**src/rtl/alu_arbiter_if.sv**
```systemverilog
// alu_arbiter_if: request, ALU and response signals of the shared-ALU arbiter.
// The slave modport is the arbiter's view. The master modport is the view of the
// requesters, the ALU and the response consumer taken together.
interface alu_arbiter_if #(
    parameter int DATA_WIDTH = 32
);
    logic                  req0_valid_i;
    logic                  req1_valid_i;
    logic                  req0_ready_o;
    logic                  req1_ready_o;
    logic [3:0]            req0_op_i;
    logic [3:0]            req1_op_i;
    logic [DATA_WIDTH-1:0] req0_a_i;
    logic [DATA_WIDTH-1:0] req0_b_i;
    logic [DATA_WIDTH-1:0] req1_a_i;
    logic [DATA_WIDTH-1:0] req1_b_i;

    logic [3:0]            alu_operation_o;
    logic [DATA_WIDTH-1:0] alu_a_o;
    logic [DATA_WIDTH-1:0] alu_b_o;
    logic [DATA_WIDTH-1:0] alu_data_i;
    logic                  alu_zero_i;

    logic                  rsp_valid_o;
    logic                  rsp_ready_i;
    logic                  rsp_id_o;
    logic [DATA_WIDTH-1:0] rsp_data_o;
    logic                  rsp_zero_o;
    logic                  rsp_err_o;

    modport slave (
        input  req0_valid_i, req1_valid_i,
        input  req0_op_i, req1_op_i,
        input  req0_a_i, req0_b_i, req1_a_i, req1_b_i,
        output req0_ready_o, req1_ready_o,
        output alu_operation_o, alu_a_o, alu_b_o,
        input  alu_data_i, alu_zero_i,
        output rsp_valid_o, rsp_id_o, rsp_data_o, rsp_zero_o, rsp_err_o,
        input  rsp_ready_i
    );

    modport master (
        output req0_valid_i, req1_valid_i,
        output req0_op_i, req1_op_i,
        output req0_a_i, req0_b_i, req1_a_i, req1_b_i,
        input  req0_ready_o, req1_ready_o,
        input  alu_operation_o, alu_a_o, alu_b_o,
        output alu_data_i, alu_zero_i,
        input  rsp_valid_o, rsp_id_o, rsp_data_o, rsp_zero_o, rsp_err_o,
        output rsp_ready_i
    );
endinterface

```
**src/rtl/alu_arbiter.sv**
```systemverilog
// alu_arbiter: two-requester round-robin arbiter and sequencer for one shared ALU.
// Each accepted operation takes three cycles: IDLE (accept), EXEC (drive the ALU)
// and RESP (hold the result until the consumer takes it).
// Optional feature: define ALU_ARB_OPCHECK_EN to flag opcodes other than ADD/ORI.
// A flagged op is still accepted. The ALU then sees op 0, and the response returns
// err=1, data=0, zero=1.
module alu_arbiter #(
    parameter int DATA_WIDTH = 32
) (
    input  logic          clk,
    input  logic          reset,
    alu_arbiter_if.slave  bus
);

    localparam logic [3:0] OP_ADD = 4'b0011;
    localparam logic [3:0] OP_ORI = 4'b0001;

    typedef enum logic [1:0] {
        IDLE = 2'd0,
        EXEC = 2'd1,
        RESP = 2'd2
    } state_t;

    state_t                state;
    state_t                next_state;
    logic                  last_grant;
    logic                  grant;
    logic                  accept;
    logic [3:0]            op_q;
    logic [DATA_WIDTH-1:0] a_q;
    logic [DATA_WIDTH-1:0] b_q;
    logic                  id_q;
    logic [DATA_WIDTH-1:0] rsp_data_q;
    logic                  rsp_zero_q;
    logic [3:0]            exec_op;

`ifdef ALU_ARB_OPCHECK_EN
    logic                  op_err_q;
    logic                  rsp_err_q;
`endif

    // Pick the grantee: a lone requester wins, and on a tie the one not served last wins
    always_comb begin
        grant = 1'b0;
        if (bus.req0_valid_i && bus.req1_valid_i) begin
            grant = ~last_grant;
        end else if (bus.req1_valid_i) begin
            grant = 1'b1;
        end
    end

    assign accept = (state == IDLE) && (bus.req0_valid_i || bus.req1_valid_i);

    // State register; reset aborts any operation in flight
    always_ff @(posedge clk or posedge reset) begin
        if (reset) begin
            state <= IDLE;
        end else begin
            state <= next_state;
        end
    end

    // Next-state logic for the accept / execute / respond sequence
    always_comb begin
        next_state = state;
        case (state)
            IDLE:    if (accept) next_state = EXEC;
            EXEC:    next_state = RESP;
            RESP:    if (bus.rsp_ready_i) next_state = IDLE;
            default: next_state = IDLE;
        endcase
    end

    // Latch the granted request at accept, then capture the ALU result during EXEC
    always_ff @(posedge clk or posedge reset) begin
        if (reset) begin
            last_grant <= 1'b1;
            op_q       <= '0;
            a_q        <= '0;
            b_q        <= '0;
            id_q       <= 1'b0;
            rsp_data_q <= '0;
            rsp_zero_q <= 1'b0;
`ifdef ALU_ARB_OPCHECK_EN
            op_err_q   <= 1'b0;
            rsp_err_q  <= 1'b0;
`endif
        end else begin
            if (accept) begin
                last_grant <= grant;
                id_q       <= grant;
                op_q       <= grant ? bus.req1_op_i : bus.req0_op_i;
                a_q        <= grant ? bus.req1_a_i  : bus.req0_a_i;
                b_q        <= grant ? bus.req1_b_i  : bus.req0_b_i;
`ifdef ALU_ARB_OPCHECK_EN
                op_err_q   <= !(((grant ? bus.req1_op_i : bus.req0_op_i) == OP_ADD) ||
                                ((grant ? bus.req1_op_i : bus.req0_op_i) == OP_ORI));
`endif
            end
            if (state == EXEC) begin
`ifdef ALU_ARB_OPCHECK_EN
                if (op_err_q) begin
                    rsp_data_q <= '0;
                    rsp_zero_q <= 1'b1;
                    rsp_err_q  <= 1'b1;
                end else begin
                    rsp_data_q <= bus.alu_data_i;
                    rsp_zero_q <= bus.alu_zero_i;
                    rsp_err_q  <= 1'b0;
                end
`else
                rsp_data_q <= bus.alu_data_i;
                rsp_zero_q <= bus.alu_zero_i;
`endif
            end
        end
    end

`ifdef ALU_ARB_OPCHECK_EN
    assign exec_op = op_err_q ? 4'b0000 : op_q;
`else
    assign exec_op = op_q;
`endif

    // Outputs decoded from state: ready only in IDLE, ALU op only in EXEC, response valid in RESP
    always_comb begin
        bus.req0_ready_o    = accept && !grant;
        bus.req1_ready_o    = accept && grant;
        bus.alu_operation_o = (state == EXEC) ? exec_op : 4'b0000;
        bus.rsp_valid_o     = (state == RESP);
    end

    assign bus.alu_a_o    = a_q;
    assign bus.alu_b_o    = b_q;
    assign bus.rsp_id_o   = id_q;
    assign bus.rsp_data_o = rsp_data_q;
    assign bus.rsp_zero_o = rsp_zero_q;
`ifdef ALU_ARB_OPCHECK_EN
    assign bus.rsp_err_o  = rsp_err_q;
`else
    assign bus.rsp_err_o  = 1'b0;
`endif

endmodule

```
**src/flat_wrapper.sv**
```systemverilog
// flat-port wrapper written by rule: the top's interface ports become plain ports
module alu_arbiter_flat 
#(
    parameter int DATA_WIDTH = 32
)
  (clk, reset, bus_req0_valid_i, bus_req1_valid_i, bus_req0_op_i, bus_req1_op_i, bus_req0_a_i, bus_req0_b_i, bus_req1_a_i, bus_req1_b_i, bus_req0_ready_o, bus_req1_ready_o, bus_alu_operation_o, bus_alu_a_o, bus_alu_b_o, bus_alu_data_i, bus_alu_zero_i, bus_rsp_valid_o, bus_rsp_id_o, bus_rsp_data_o, bus_rsp_zero_o, bus_rsp_err_o, bus_rsp_ready_i);
  alu_arbiter_if #(.DATA_WIDTH(DATA_WIDTH)) bus_i ();
  input  logic clk;
  input  logic reset;
  input wire logic [$bits(bus_i.req0_valid_i)-1:0] bus_req0_valid_i;
  input wire logic [$bits(bus_i.req1_valid_i)-1:0] bus_req1_valid_i;
  input wire logic [$bits(bus_i.req0_op_i)-1:0] bus_req0_op_i;
  input wire logic [$bits(bus_i.req1_op_i)-1:0] bus_req1_op_i;
  input wire logic [$bits(bus_i.req0_a_i)-1:0] bus_req0_a_i;
  input wire logic [$bits(bus_i.req0_b_i)-1:0] bus_req0_b_i;
  input wire logic [$bits(bus_i.req1_a_i)-1:0] bus_req1_a_i;
  input wire logic [$bits(bus_i.req1_b_i)-1:0] bus_req1_b_i;
  output wire logic [$bits(bus_i.req0_ready_o)-1:0] bus_req0_ready_o;
  output wire logic [$bits(bus_i.req1_ready_o)-1:0] bus_req1_ready_o;
  output wire logic [$bits(bus_i.alu_operation_o)-1:0] bus_alu_operation_o;
  output wire logic [$bits(bus_i.alu_a_o)-1:0] bus_alu_a_o;
  output wire logic [$bits(bus_i.alu_b_o)-1:0] bus_alu_b_o;
  input wire logic [$bits(bus_i.alu_data_i)-1:0] bus_alu_data_i;
  input wire logic [$bits(bus_i.alu_zero_i)-1:0] bus_alu_zero_i;
  output wire logic [$bits(bus_i.rsp_valid_o)-1:0] bus_rsp_valid_o;
  output wire logic [$bits(bus_i.rsp_id_o)-1:0] bus_rsp_id_o;
  output wire logic [$bits(bus_i.rsp_data_o)-1:0] bus_rsp_data_o;
  output wire logic [$bits(bus_i.rsp_zero_o)-1:0] bus_rsp_zero_o;
  output wire logic [$bits(bus_i.rsp_err_o)-1:0] bus_rsp_err_o;
  input wire logic [$bits(bus_i.rsp_ready_i)-1:0] bus_rsp_ready_i;
  assign bus_i.req0_valid_i = bus_req0_valid_i;
  assign bus_i.req1_valid_i = bus_req1_valid_i;
  assign bus_i.req0_op_i = bus_req0_op_i;
  assign bus_i.req1_op_i = bus_req1_op_i;
  assign bus_i.req0_a_i = bus_req0_a_i;
  assign bus_i.req0_b_i = bus_req0_b_i;
  assign bus_i.req1_a_i = bus_req1_a_i;
  assign bus_i.req1_b_i = bus_req1_b_i;
  assign bus_req0_ready_o = bus_i.req0_ready_o;
  assign bus_req1_ready_o = bus_i.req1_ready_o;
  assign bus_alu_operation_o = bus_i.alu_operation_o;
  assign bus_alu_a_o = bus_i.alu_a_o;
  assign bus_alu_b_o = bus_i.alu_b_o;
  assign bus_i.alu_data_i = bus_alu_data_i;
  assign bus_i.alu_zero_i = bus_alu_zero_i;
  assign bus_rsp_valid_o = bus_i.rsp_valid_o;
  assign bus_rsp_id_o = bus_i.rsp_id_o;
  assign bus_rsp_data_o = bus_i.rsp_data_o;
  assign bus_rsp_zero_o = bus_i.rsp_zero_o;
  assign bus_rsp_err_o = bus_i.rsp_err_o;
  assign bus_i.rsp_ready_i = bus_rsp_ready_i;
  alu_arbiter #(.DATA_WIDTH(DATA_WIDTH)) u_core (.clk(clk), .reset(reset), .bus(bus_i));
endmodule
```
**config.mk**
```make
export PLATFORM = sky130hd
export DESIGN_NAME = alu_arbiter_flat
export DESIGN_NICKNAME = d
export VERILOG_FILES = /design/src/rtl/alu_arbiter_if.sv /design/src/rtl/alu_arbiter.sv /design/src/flat_wrapper.sv
export SDC_FILE = /design/constraint.sdc
export NUM_CORES = 1
export LEC_CHECK = 0
export BUFFER_PORTS_ARGS = -buffer_cell sky130_fd_sc_hd__buf_2
export CAP_MARGIN = 30
export CORE_MARGIN = 5
export CORE_UTILIZATION = 43
export DETAILED_ROUTE_END_ITERATION = 8
export GPL_ROUTABILITY_DRIVEN = 0
export PLACE_DENSITY = 0.85
export SLEW_MARGIN = 20
export SYNTH_ARGS = -nofsm -noshare
export SYNTH_HDL_FRONTEND = slang
export SYNTH_SLANG_ARGS = --single-unit
```
**constraint.sdc**
```tcl
create_clock -name clk -period 4.3 [get_ports clk]
set_clock_uncertainty 0.15 [all_clocks]
set_input_delay 0.645 -clock clk [delete_from_list [all_inputs] [get_ports clk]]
set_output_delay 0.645 -clock clk [all_outputs]
set_load 0.05 [all_outputs]
```
==> results of run 1 <==
==> final timing paths <==
| check | from | end | slack [ps] | cells past startpoint |
|---|---|---|---|---|
| worst max-delay path | u_core.last_grant | bus_req0_ready_o | 1060 | 3 |
| worst min-delay path | reset | u_core.bus.rsp_data_o[12] | 200 | 2 |
| worst max register to register | u_core.state[1] | u_core.bus.alu_a_o[31] | 1690 | 5 |
| worst min register to register | u_core.bus.rsp_data_o[2] | u_core.bus.rsp_data_o[2] | 350 | 1 |
| max in group asynchronous | reset | u_core.bus.alu_b_o[20] | 3000 | 3 |
| min in group clk | bus_rsp_ready_i | u_core.state[1] | 340 | 2 |
==> state kept, by name (all words and copies together), names as in the netlist <==
register               cells
u_core.bus.alu_b_o        32
u_core.state               2
u_core.bus.rsp_zero_o      1
u_core.last_grant          1
u_core.bus.rsp_data_o     32
u_core.bus.alu_a_o        32
u_core.exec_op             4
u_core.bus.rsp_id_o        1
==> kinds of logic (layout without fill, tap and decap cells) <==
family	Yosys count	after routing	share of synthesized area [%]
compound gates	101	101	16.7
buf+inv	44	305	5.20
other cells	1	1	0.0829
simple gates	107	107	11.6
mux	33	33	8.22
flops	105	105	58.1
==> final cells by class <==
| class | instances | area, sq um |
|---|---|---|
| multi-input cells | 242 | 1670 |
| well taps | 136 | 170 |
| clock inverters | 3 | 17.5 |
| repair buffers | 284 | 1440 |
| flip-flops and latches | 105 | 2630 |
| clock buffers | 11 | 151 |
| fillers | 877 | 4180 |
| inverters | 7 | 28.8 |
==> cell usage in the layout, fill, tap and decap left out, drive strengths merged <==
cell      netlist  layout
nand2          57      57
nor3            1       1
inv             7       7
clkbuf         10      11
nor2            5       5
clkinv          0       2
or2             1       1
a31oi          28      28
a21oi          28      28
nand2b          2       2
a221o          40      40
conb            1       1
a21bo           1       1
mux2           33      33
clkinvlp        0       1
buf            27     284
dfrtp         104     104
dfstp           1       1
a21boi          1       1
a21o            2       2
o21ai           1       1
and3           41      41
==> layer usage <==
layer / routed length [um] / global-route usage [%]
met5: 0 / 0
met4: 291 / 7.29
met2: 6970 / 37.8
met1: 5430 / 25.5
met3: 1070 / 4.85
==> stage by stage <==
stage	setup WS, ps	hold WS, ps	power (mW)	instances	area, sq um
6_report	1060	195	5.90	788	6100
5_1_grt	933	234	6.22	788	6100
4_1_cts	1050	196	5.95	788	6100
3_5_place_dp	1210	331	5.40	774	5930
3_3_place_gp	1250	312	5.31	774	5930
2_1_floorplan	746	358	4.55	391	4520
==> worst max-delay path, delay by kind of cell, from the launching register on <==
family / cells / cell delay, ps
buffers and inverters: 1 / 350
DFF: 1 / 580
and+or+nand+nor: 1 / 610
AOI/OAI and AO/OA: 1 / 520
==> power groups by stage <==
stage | Combinational (mW) | Sequential [mW] | Clock (mW)
4_1_cts | 3.60 | 1.78 | 0.563
2_1_floorplan | 1.15 | 3.40 | 0
6_report | 3.57 | 1.78 | 0.544
3_5_place_dp | 3.61 | 1.79 | 0
5_1_grt | 3.76 | 1.85 | 0.606
3_3_place_gp | 3.53 | 1.77 | 0
==> results.md, run 1 <==
- Number of different library cells in the post-synthesis netlist: 26
- Cell internal power dissipation: around 2.7 mW
- Via count of the first global-routing pass: between 4000 and 5000
- Clock power share: a little under a tenth
- Hold Buf Count CTS: 0
- Max Clk Rate: about 0.31 GHz
- Post-Synthesis Mean Instance Area: about 12 sq um
- Residual DRC count: 0
- Number of antenna violations at the first check in global routing: 0
- Clock tree from TritonCTS: yes
- Result of the run: finished, final reports clean
- Maximum number of pins on one net before global-route repair: between 40 and 50
- Yosys warning count: 0
- Dominant register cell in the synthesized netlist: dfrtp_1
- Number of I/O pins: between 200 and 300
- Number of setup violations in the final report: 0
- Endpoint type of the worst setup path: output port
- Routed WL per cell: around 17 um
- Number of clock sinks: 105
- Wire length reported by the detailed router: ~14000 um
- Residual overflow from global routing: 0
- Clock input transition at the sequential cells of the worst setup and hold paths: approximately 90 ps
- Worst Hold Class: in -> async
- Die area: 12700 sq um
- Cell with the largest stage delay on the worst path: and3_4
- Number of levels the H-tree was split into: 3
- Cell-by-cell trace of the critical path: a21bo_2 > and3_4 > buf_2
- Starting Density: between 40 and 50%
- Detailed placer's ending HPWL: about 10000 um
- RSZ-0062 raised after global routing: false
- Port Buf Inserts: roughly 280
- Tmin final: ~3200 ps
- Detail Route Antenna Nets: 0
- Worst-Skew Late Latency: approximately 350 ps
- Area share of the largest cell type after synthesis: between 50 and 60%
- Area growth from synthesis to final layout: 34.9%
- Slew at the pin with the worst max-slew slack: between 800 and 900 ps
- CTS root buffer: clkbuf_8
- Lkg Pwr: 3.26 nW
- Delay of the slowest critical-path stage: about 600 ps
- Fraction of the yosys area taken by sequential cells: 58.1%
- Post-CTS setup buffer count: 0
- Height of the chip: about 110 um
- Number of rows in the core area: 37
- ANT cells: 0
- Initial DRC count: about 280
- Total number of vias: 4210
- Critical Path Source Type: flop
- Cts repair resizes: 0
- Syn_nets: between 500 and 600
- Final-layout setup total negative slack: 0 ps
- Average via count per standard cell: between 5 and 6
- Number of buffers between clock root and the deepest sink: 2
- Worst max-slew margin expressed relative to the limit: between 40 and 50%
- Core ar.: 10300 sq um
- Total GRT Usage: between 20% and 30%
- Largest area contributor in the netlist: dfrtp_1
- Number of slew-limit violations in the final report: 0
- Critical path fanouts, max: slightly above 40
- Count of max-cap constraint violations: 0
- Chip Width: between 100 and 150 um
- Type of the worst setup path: reg -> out
- EDFF count, synth: 0
- Yosys reg bits: around 110
- Main area contributors after synthesis: dfrtp_1, a221o_1, and3_1
- First-pass GRT wire length: about 22000 um
- Switching power summed over all nets: about 3.2 mW
- Mapped Area: ~4500 sq um
- Hold Violations, Final: 0
- Sequential cell fraction of total power: a little under a third
- Worst IR drop on VDD: roughly 0.55 mV
- Fraction of power spent switching nets: between 50 and 60%
- Share of the cycle needed by the critical path after routing: around three quarters
- Fraction of registers with async set or reset after synthesis: 100%
- Cell count after synthesis: between 300 and 400
- WP data required: ~3500 ps
- Final Net Count: 823
- Power per cell area: between 900 and 1000 nW/um^2
- Arrival time at the worst endpoint: around 2400 ps
- Leading cell type by number of instances after synthesis: dfrtp_1
- Combinational share of power: between 60% and 70%
- Fraction of the core area covered by cells at the end of the flow: between 50% and 60%
- Initial DRT Pass Iterations: 4
- Share of final-layout standard cells stronger than drive strength 1: slightly below 50%
- Num CTS Buffers: 9
- Ranking of synthesized cells by instance count: dfrtp_1, nand2_1, a221o_1, and3_1
Power figures use the tool's default switching activity.
==> inputs of run 2 (changes only) <==
clock period = 3.1 ns   (was 4.3 ns; I/O delays follow)
==> results.md, run 2 (synthesis results as in run 1) <==
- Residual overflow from global routing: 0
- Number of I/O pins: 280
- Detail Route Antenna Nets: 0
- WP data required: 2480 ps
- Inst Count DP: between 700 and 800
- Cts repair resizes: 0
- Number of antenna violations at the first check in global routing: 0
- Average via count per standard cell: ~5.3
- Result of the run: finished, final reports clean
- CTS root buffer: clkbuf_8
- Total GRT Usage: about a fifth
- Layer carrying the most global-route usage: met2
- Starting Density: a little over two fifths
- Routing usage on met1: about a quarter
- Worst max-slew margin expressed relative to the limit: ~58%
- Die area: ~13000 sq um
- Number of setup violations in the final report: 0
- Number of buffers between clock root and the deepest sink: 2
- Final-layout setup total negative slack: 0 ps
- Wire length reported by the detailed router: 13800 um
- Area of placed instances: roughly 6000 sq um
- Share of the cycle needed by the critical path after routing: slightly above 80%
- Total number of vias: between 4000 and 5000
- Via count of the first global-routing pass: ~4400
- ANT cells: 0
- Residual DRC count: 0
- Count of max-cap constraint violations: 0
- Number of levels the H-tree was split into: 3
- Height of the chip: approximately 110 um
- Clock tree from TritonCTS: yes
- Post-route total power: 8.28 mW
- Max Clk Rate: around 0.4 GHz
- Maximum number of pins on one net before global-route repair: 61
- First-pass GRT wire length: 21900 um
- Core ar.: between 10000 and 15000 sq um
- Highest-count cells in the layout ignoring fill and taps: buf_2, dfrtp_1, nand2_1
- Power per cell area: around 1300 nW/um^2
- Type of the worst setup path: reg -> out
- Endpoint type of the worst setup path: output port
- Lkg Pwr: roughly 3.3 nW
- Slew at the pin with the worst max-slew slack: 631 ps
- Worst Hold Class: in -> reg
- RSZ-0062 raised after global routing: false
- Final Net Count: 830
- Num CTS Buffers: 9
- Summed area of non-filler cells in the final layout: about 6200 sq um
- Leading cell type in the layout, fill and taps excluded: buf_2
- Critical path fanouts, max: 32
- Number of slew-limit violations in the final report: 0
- Critical Path Source Type: flop
- Number of rows in the core area: 37
- Chip Width: approximately 110 um
- Initial DRT Pass Iterations: 5
- Met3 usage: 5.12%
- Detailed placer's ending HPWL: 10500 um
- Number of clock sinks: about 110
- Worst hold slack: about 150 ps
- Initial DRC count: 284
- Clock input transition at the sequential cells of the worst setup and hold paths: 90 ps
- Tmin final: 2500 ps
- Hold Violations, Final: 0
- Met2 Use GR: between 30% and 40%
- Area growth from synthesis to final layout: 37.4%
- Port Buf Inserts: 278
- Worst-Skew Late Latency: between 300 and 400 ps
- Share of final-layout standard cells stronger than drive strength 1: 49.9%
- Fill cell instance count of the final layout: approximately 900
- Worst IR drop on VDD: slightly above 0.7 mV
- Post-route insts no fill: around 800
- Arrival time at the worst endpoint: approximately 1900 ps
- Routed WL per cell: about 17 um
run 2: cell count changes in the layout (fill, tap and decap cells not counted), sizes merged:
| cell | before | now |
|---|---|---|
| buf | 284 | 290 |
| clkbuf | 11 | 15 |
| clkinv | 2 | 0 |
| clkinvlp | 1 | 2 |
| dlygate4sd3 | 0 | 1 |
| inv | 7 | 6 |
run 2: repair_timing:
action                    4_1_cts  5_1_grt
hold buffers                    1        0
setup buffers                   0        0
hold endpoints to repair        7        0
run 2: metal layers:
metal,up-vias,wire [um]
met4,0,377
met2,238,6790
met5,-,0
met3,33,1220
met1,1990,5370
li1,1958,-
run 2: worst paths after layout:
path                                          start                   endpoint  slack [ps]  depth (start not counted)
worst max-delay path                u_core.state[1]           bus_req0_ready_o         600                          3
worst min-delay path                bus_rsp_ready_i            u_core.state[1]         150                          2
worst max register to register      u_core.state[1]     u_core.bus.alu_a_o[10]         910                          5
worst min register to register  u_core.bus.rsp_id_o        u_core.bus.rsp_id_o         330                          1
max in group asynchronous                     reset          u_core.last_grant        1590                          4
min in group asynchronous                     reset  u_core.bus.rsp_data_o[31]         450                          3
run 2: stage by stage:
stage	setup WS [ps]	util (%)
after floorplan	491	-
after global placement	956	58.2
after detailed placement	794	58.2
after CTS	556	60.2
after global routing	475	60.5
final	599	60.5
run 2: power breakdown:
group	switching [mW]	internal (mW)	leakage [nW]	total (mW)
logic	3.66	1.34	1.98	5.00
clock network	0.427	0.382	0.0960	0.809
registers	0.390	2.08	1.23	2.47
total	4.47	3.80	3.31	8.28
run 2: cell type report:
class                           instances  area [sq um]  area share, %
Sequential cell                       105          2630           42.3
Multi-Input combinational cell        242          1670           26.8
Timing Repair Buffer                  291          1520           24.5
Clock buffer                           15           186           3.00
Tap cell                              136           170           2.74
Inverter                                7          30.0          0.483
Clock inverter                          1          7.51          0.121
run 2: worst max-delay path, stage by stage, from the launching register on:
cell	delay [ps]
dfrtp_1	430
nor2_4	530
and3_4	310
buf_2	260
